--- src/rtl/dap_pkg.sv ---
// Shared constants and packer state encoding for the DAP response path.
package dap_pkg;

  localparam logic [7:0] DAP_RESP_OK  = 8'h00;
  localparam logic [7:0] DAP_RESP_ERR = 8'hFF;

  typedef enum logic [1:0] {
    ST_IDLE    = 2'd0,
    ST_COLLECT = 2'd1,
    ST_DRAIN   = 2'd2
  } pk_state_e;

endpackage

--- src/rtl/dap_byte_fifo.sv ---
// Byte FIFO with combinational head read and an occupancy count.
module dap_byte_fifo #(
  parameter int DEPTH = 64
) (
  input  logic                   clk,
  input  logic                   rst,
  input  logic                   wr_en,
  input  logic [7:0]             wr_data,
  input  logic                   rd_en,
  output logic [7:0]             rd_data,
  output logic [$clog2(DEPTH):0] count,
  output logic                   full,
  output logic                   empty
);

  localparam int AW = $clog2(DEPTH);
  localparam int CW = AW + 1;

  logic [7:0]    r_mem [DEPTH];
  logic [AW-1:0] r_wr_ptr;
  logic [AW-1:0] r_rd_ptr;
  logic [CW-1:0] r_count;
  logic          w_wr;
  logic          w_rd;

  assign full    = (r_count == CW'(DEPTH));
  assign empty   = (r_count == '0);
  assign count   = r_count;
  assign rd_data = r_mem[r_rd_ptr];
  assign w_wr    = wr_en & ~full;
  assign w_rd    = rd_en & ~empty;

  always_ff @(posedge clk) begin
    if (w_wr) r_mem[r_wr_ptr] <= wr_data;
  end

  always_ff @(posedge clk or posedge rst) begin
    if (rst) begin
      r_wr_ptr <= '0;
      r_rd_ptr <= '0;
      r_count  <= '0;
    end else begin
      if (w_wr) r_wr_ptr <= r_wr_ptr + AW'(1);
      if (w_rd) r_rd_ptr <= r_rd_ptr + AW'(1);
      case ({w_wr, w_rd})
        2'b10:   r_count <= r_count + CW'(1);
        2'b01:   r_count <= r_count - CW'(1);
        default: r_count <= r_count;
      endcase
    end
  end

endmodule

--- src/rtl/dap_response_packer.sv ---
// Frames worker response bytes behind the echoed command ID
// and streams one AXI-Stream packet per command.
module dap_response_packer
  import dap_pkg::*;
#(
  parameter int FIFO_DEPTH = 64
) (
  input  logic       hclk,
  input  logic       rst,
  input  logic       start,
  input  logic [7:0] cmd_id,
  input  logic       worker_tvalid,
  input  logic [7:0] worker_tdata,
  input  logic       worker_done,
  output logic       resp_tvalid,
  input  logic       resp_tready,
  output logic [7:0] resp_tdata,
  output logic       resp_tlast,
  output logic       overflow,
  output logic       busy
);

  localparam int CW = $clog2(FIFO_DEPTH) + 1;

  pk_state_e     r_state;
  logic          r_start_q;
  logic          r_pending;
  logic [7:0]    r_pend_id;
  logic          r_done_seen;
  logic          r_overflow;

  logic          w_rise;
  logic          w_open;
  logic          w_wr_en;
  logic [7:0]    w_wr_data;
  logic          w_pop;
  logic [7:0]    w_head;
  logic [CW-1:0] w_cnt;
  logic          w_full;
  logic          w_empty;
  logic          w_vld;
  logic          w_last;

  assign w_rise = start & ~r_start_q;
  assign w_open = (r_state == ST_IDLE) & (r_pending | w_rise);

  // A lone buffered byte waits for done so tlast is final when valid rises.
  assign w_vld  = (w_cnt >= CW'(2)) | ((w_cnt == CW'(1)) & r_done_seen);
  assign w_last = r_done_seen & (w_cnt == CW'(1));
  assign w_pop  = w_vld & resp_tready;

  always_comb begin
    w_wr_en   = 1'b0;
    w_wr_data = 8'h00;
    if (w_open) begin
      w_wr_en   = 1'b1;
      w_wr_data = r_pending ? r_pend_id : cmd_id;
    end else if (r_state == ST_COLLECT && worker_tvalid && !w_full) begin
      w_wr_en   = 1'b1;
      w_wr_data = worker_tdata;
    end
  end

  dap_byte_fifo #(.DEPTH(FIFO_DEPTH)) u_fifo (
    .clk     (hclk),
    .rst     (rst),
    .wr_en   (w_wr_en),
    .wr_data (w_wr_data),
    .rd_en   (w_pop),
    .rd_data (w_head),
    .count   (w_cnt),
    .full    (w_full),
    .empty   (w_empty)
  );

  assign resp_tvalid = w_vld;
  assign resp_tlast  = w_last;
  assign resp_tdata  = w_empty ? 8'h00 : w_head;
  assign overflow    = r_overflow;
  assign busy        = (r_state != ST_IDLE);

  always_ff @(posedge hclk or posedge rst) begin
    if (rst) begin
      r_state     <= ST_IDLE;
      r_start_q   <= 1'b0;
      r_pending   <= 1'b0;
      r_pend_id   <= 8'h00;
      r_done_seen <= 1'b0;
      r_overflow  <= 1'b0;
    end else begin
      r_start_q <= start;
      if (r_state != ST_IDLE && w_rise) begin
        r_pending <= 1'b1;
        r_pend_id <= cmd_id;
      end
      unique case (r_state)
        ST_IDLE: begin
          if (w_open) begin
            r_overflow  <= 1'b0;
            r_done_seen <= 1'b0;
            r_state     <= ST_COLLECT;
            // A fresh rise while serving a queued one stays queued.
            if (r_pending) begin
              r_pending <= w_rise;
              if (w_rise) r_pend_id <= cmd_id;
            end
          end
        end
        ST_COLLECT: begin
          if (worker_tvalid && w_full) r_overflow <= 1'b1;
          if (worker_done || !start) begin
            r_done_seen <= 1'b1;
            r_state     <= ST_DRAIN;
          end
        end
        ST_DRAIN: begin
          if (w_pop && w_last) r_state <= ST_IDLE;
        end
        default: r_state <= ST_IDLE;
      endcase
    end
  end

endmodule

--- config.mk ---
export PLATFORM = sky130hd
export DESIGN_NAME = dap_response_packer
export DESIGN_NICKNAME = d
export VERILOG_FILES = /design/src/rtl/dap_pkg.sv /design/src/rtl/dap_byte_fifo.sv /design/src/rtl/dap_response_packer.sv
export SDC_FILE = /design/constraint.sdc
export NUM_CORES = 1
export LEC_CHECK = 0
export ABC_AREA = 1
export BUFFER_PORTS_ARGS = -buffer_cell sky130_fd_sc_hd__buf_2
export CORE_UTILIZATION = 30
export DETAILED_ROUTE_END_ITERATION = 6
export PLACE_DENSITY = 0.43
export SYNTH_ARGS = -nofsm -noshare
export SYNTH_HDL_FRONTEND = slang
export SYNTH_SLANG_ARGS = --single-unit
export TNS_END_PERCENT = 1
--- constraint.sdc ---
create_clock -name hclk -period 5.4 [get_ports hclk]
set_input_delay 0.81 -clock hclk [delete_from_list [all_inputs] [get_ports hclk]]
set_output_delay 0.81 -clock hclk [all_outputs]
set_load 0.005 [all_outputs]
==> impl_results.md <==
- Status: complete, but fails checks
- Failing checks: design-rule violations
- Post-synth cell types: 33
- Placer Congestion: 0.876
- Setup CP Type: reg -> out
- WL final: 68.6 mm
- ANT cells: 0
- Share of the yosys chip area belonging to registers: 69.2%
- Die area: 79100 µm²
- Buf/Inv on CP: 3
- Final setup TNS: 0 ps
- Worst hold path class: in -> async
- Post-CTS Setup Inserts: 0
- Worst-path clk slew: 60 ps
- Most used cell, CP: nand2_1
- Worst path slowest cell: dfrtp_4
- Clk buf depth: 3
- Number of enable flip-flop cells after synthesis: 512
- DP Worst Slack: 1620 ps
- Vias in the first global route: 15300
- Syn Std Cell Area: 23400 µm²
- Leak Pwr: 0.0104 µW
- Most frequent cells after synthesis: 672 x nand2_1, 512 x edfxtp_1, 271 x nand3_1
- Power Density: 544 nW/µm²
- Clk sinks: 545
- Chip Width: 281 µm
- Max Clock Skew: 28.8 ps
- Filler cells: 7840
- H-Tree Depth: 2
- Critical Path Fanout Max: 56
- Drt drc: 2
- Top post-synthesis cells by area: edfxtp_1 66%, nand2_1 11%, nand3_1 5.8%
- Worst path cell trace: inv_6 -> buf_4 -> nand2_1 -> nand2_1 -> nand2_1 -> nand3_1 -> nand3_1 -> nand2_1 -> nand3_1 -> a21oi_1 -> buf_2
- Ys flop type: edfxtp_1
- HPWL after DPL: 41.1 mm
- Worst Tran Pin Value: 1040 ps
- FF+latch area: 16200 µm²
- Iter 0 DRT Violations: 1099
- Clock latency on the worst-skew pair: 630 ps
- Cts bufs inserted: 57
- Gate Count Post-Synth: 2228
- Peak VDD IR: 0.322 mV
- Cell with the most instances after synthesis: nand2_1
- Final setup viols: 0
- GRT Total Usage: 17.5%
- Post-DP Area: 24700 µm²
- I/O Buffers: 33
- Worst hold slack: 304 ps
- Final Max Tran Viols: 0
- Crit. End Element: output pin
- Vias per inst: 4.69
- Tcrit/Tclk final: 81.3%
- Tmin final: 4390 ps
- CTS tree: yes
- P&R area growth vs syn: 12.6%
- Delay-heaviest family, CP: buffers and inverters
- Crit path launch type: register
- Share of layout cells above drive strength 1: 6.64%
- Setup WS post-layout: 1010 ps
- Largest net degree at the start of global routing: 129
- Final nets: 2259
- Post-CTS sizing: 0
- Max_slew headroom: 30.4%
- Syn nets: 2257
- Yosys reg bits: 545
- Max Clk Rate: 228 MHz
- Clk root buf: clkbuf_16
- Row cnt: 102
- Avg Cell Area, Syn: 10.5 µm²
- Core area: 77300 µm²
- Wire per inst: 20.7 µm
- ANT nets after route: 0
- Top-area cell type share of the netlist area: 65.7%
- Synth warnings: 0
- Cell area after layout: 26300 µm²
- Die height: 281 µm
- Total grt overflow: 0
- Area leader, netlist: edfxtp_1
- CTS Hold Buffers Added: 0
- Worst Path Required: 4590 ps
- Crit path largest cell delay: 640 ps
- Total of max-cap violations: 0
- RSZ-0062 raised after global routing: no
- Area of the multi-input gates: 5940 µm²
- I/O pin count: 34
- CP arrival: 3580 ps
- Via count: 15500
- Final Hold Fails: 0
- First-pass GRT wire length: 102 mm
- Final Non-Filler Cells: 3313
- Initial antenna violation count: 2
- Async set-reset flop share out of synthesis: 6.06%
- Dpl cells: 3211
- Initial core utilization: 30.3%
- TritonRoute pass-1 iters: 7
-- power breakdown --
group / internal [µW] / total [µW] / switching (µW)
Combinational: 1270 / 5110 / 3840
Clock: 1960 / 3600 / 1640
Sequential: 5340 / 5600 / 269
-- layout by cell type, fill, tap and decap left out, drive strengths merged --
master | netlist | routed
a311oi | 1 | 1
nor2 | 215 | 215
nor3 | 6 | 6
clkinv | 4 | 38
o211ai | 2 | 2
nor4 | 3 | 3
nand3 | 271 | 271
inv | 220 | 221
o32ai | 1 | 1
nor3b | 1 | 1
xor2 | 15 | 15
nand4 | 2 | 2
clkbuf | 34 | 66
o31ai | 1 | 1
a21oi | 44 | 44
ha | 7 | 7
buf | 77 | 54
bufinv | 0 | 1
o21ai | 91 | 91
or2 | 2 | 2
o21bai | 1 | 1
nand2 | 675 | 675
dfrtp | 33 | 33
a32o | 8 | 8
edfxtp | 512 | 512
xnor2 | 2 | 2
-- state kept, by name, summed over array words and instances, names as in the netlist --
name	count
u_fifo.r_mem	512
r_pend_id	8
u_fifo.count	7
u_fifo.r_rd_ptr	6
u_fifo.r_wr_ptr	6
r_state	2
overflow	1
r_done_seen	1
r_pending	1
r_start_q	1
-- metal layers --
layer,GRT usage (%),vias to the layer above,part of all wire [%]
met4,5.03,2,2.6
met2,27.9,403,46
li1,-,7404,-
met3,2.67,103,4.9
met5,0,-,0.019
met1,24.5,7636,47
-- through the flow --
step	power, µW	util [%]
after floorplan	8710	-
after global placement	10900	31.9
after detailed placement	10900	31.9
after CTS	14500	34.1
after global routing	15200	34.1
final	14300	34.1
-- layout make-up --
cell class	instances	area share (%)
inverter	224	3.22
tap	1040	4.94
timing repair buffer	54	1.51
clock inverter	36	0.708
sequential	545	61.5
clock buffer	66	5.54
multi-input combinational	1348	22.6
-- tightest hold or removal path: stages --
cell and delay [ps]:
buf_2 100, inv_1 40, buf_4 430
-- kinds of logic (layout without fill, tap and decap cells) --
kind of cell	count (synthesis)	count (layout)	share of synthesized area (%)
AND/OR/NAND/NOR	1175	1175	20.5
flip-flops	545	545	69.2
buffers and inverters	335	380	5.78
AO/OA/AOI/OAI	149	149	3.43
XOR/XNOR	17	17	0.636
adder cells (fa/ha/maj)	7	7	0.374
-- path summary, 6_finish.rpt --
| kind | start | end | slack, ps | cells after the start |
|---|---|---|---|---|
| setup / recovery | u_fifo.r_rd_ptr[0]$_DFFE_PP0P_ | resp_tdata[5] | 1010 | 11 |
| hold / removal | rst | r_pend_id[0]$_DFF_PP0_ | 300 | 3 |
| setup reg to reg | u_fifo.count[0]$_DFFE_PP0P_ | u_fifo.r_mem[48][7]$_DFFE_PP_ | 1900 | 9 |
| hold reg to reg | r_pend_id[2]$_DFF_PP0_ | r_pend_id[2]$_DFF_PP0_ | 480 | 2 |
| max in group asynchronous | rst | u_fifo.r_rd_ptr[1]$_DFFE_PP0P_ | 4660 | 3 |
| min in group hclk | start | r_start_q$_DFF_PP0_ | 320 | 1 |
No activity file was read; power rests on OpenSTA's default activity.
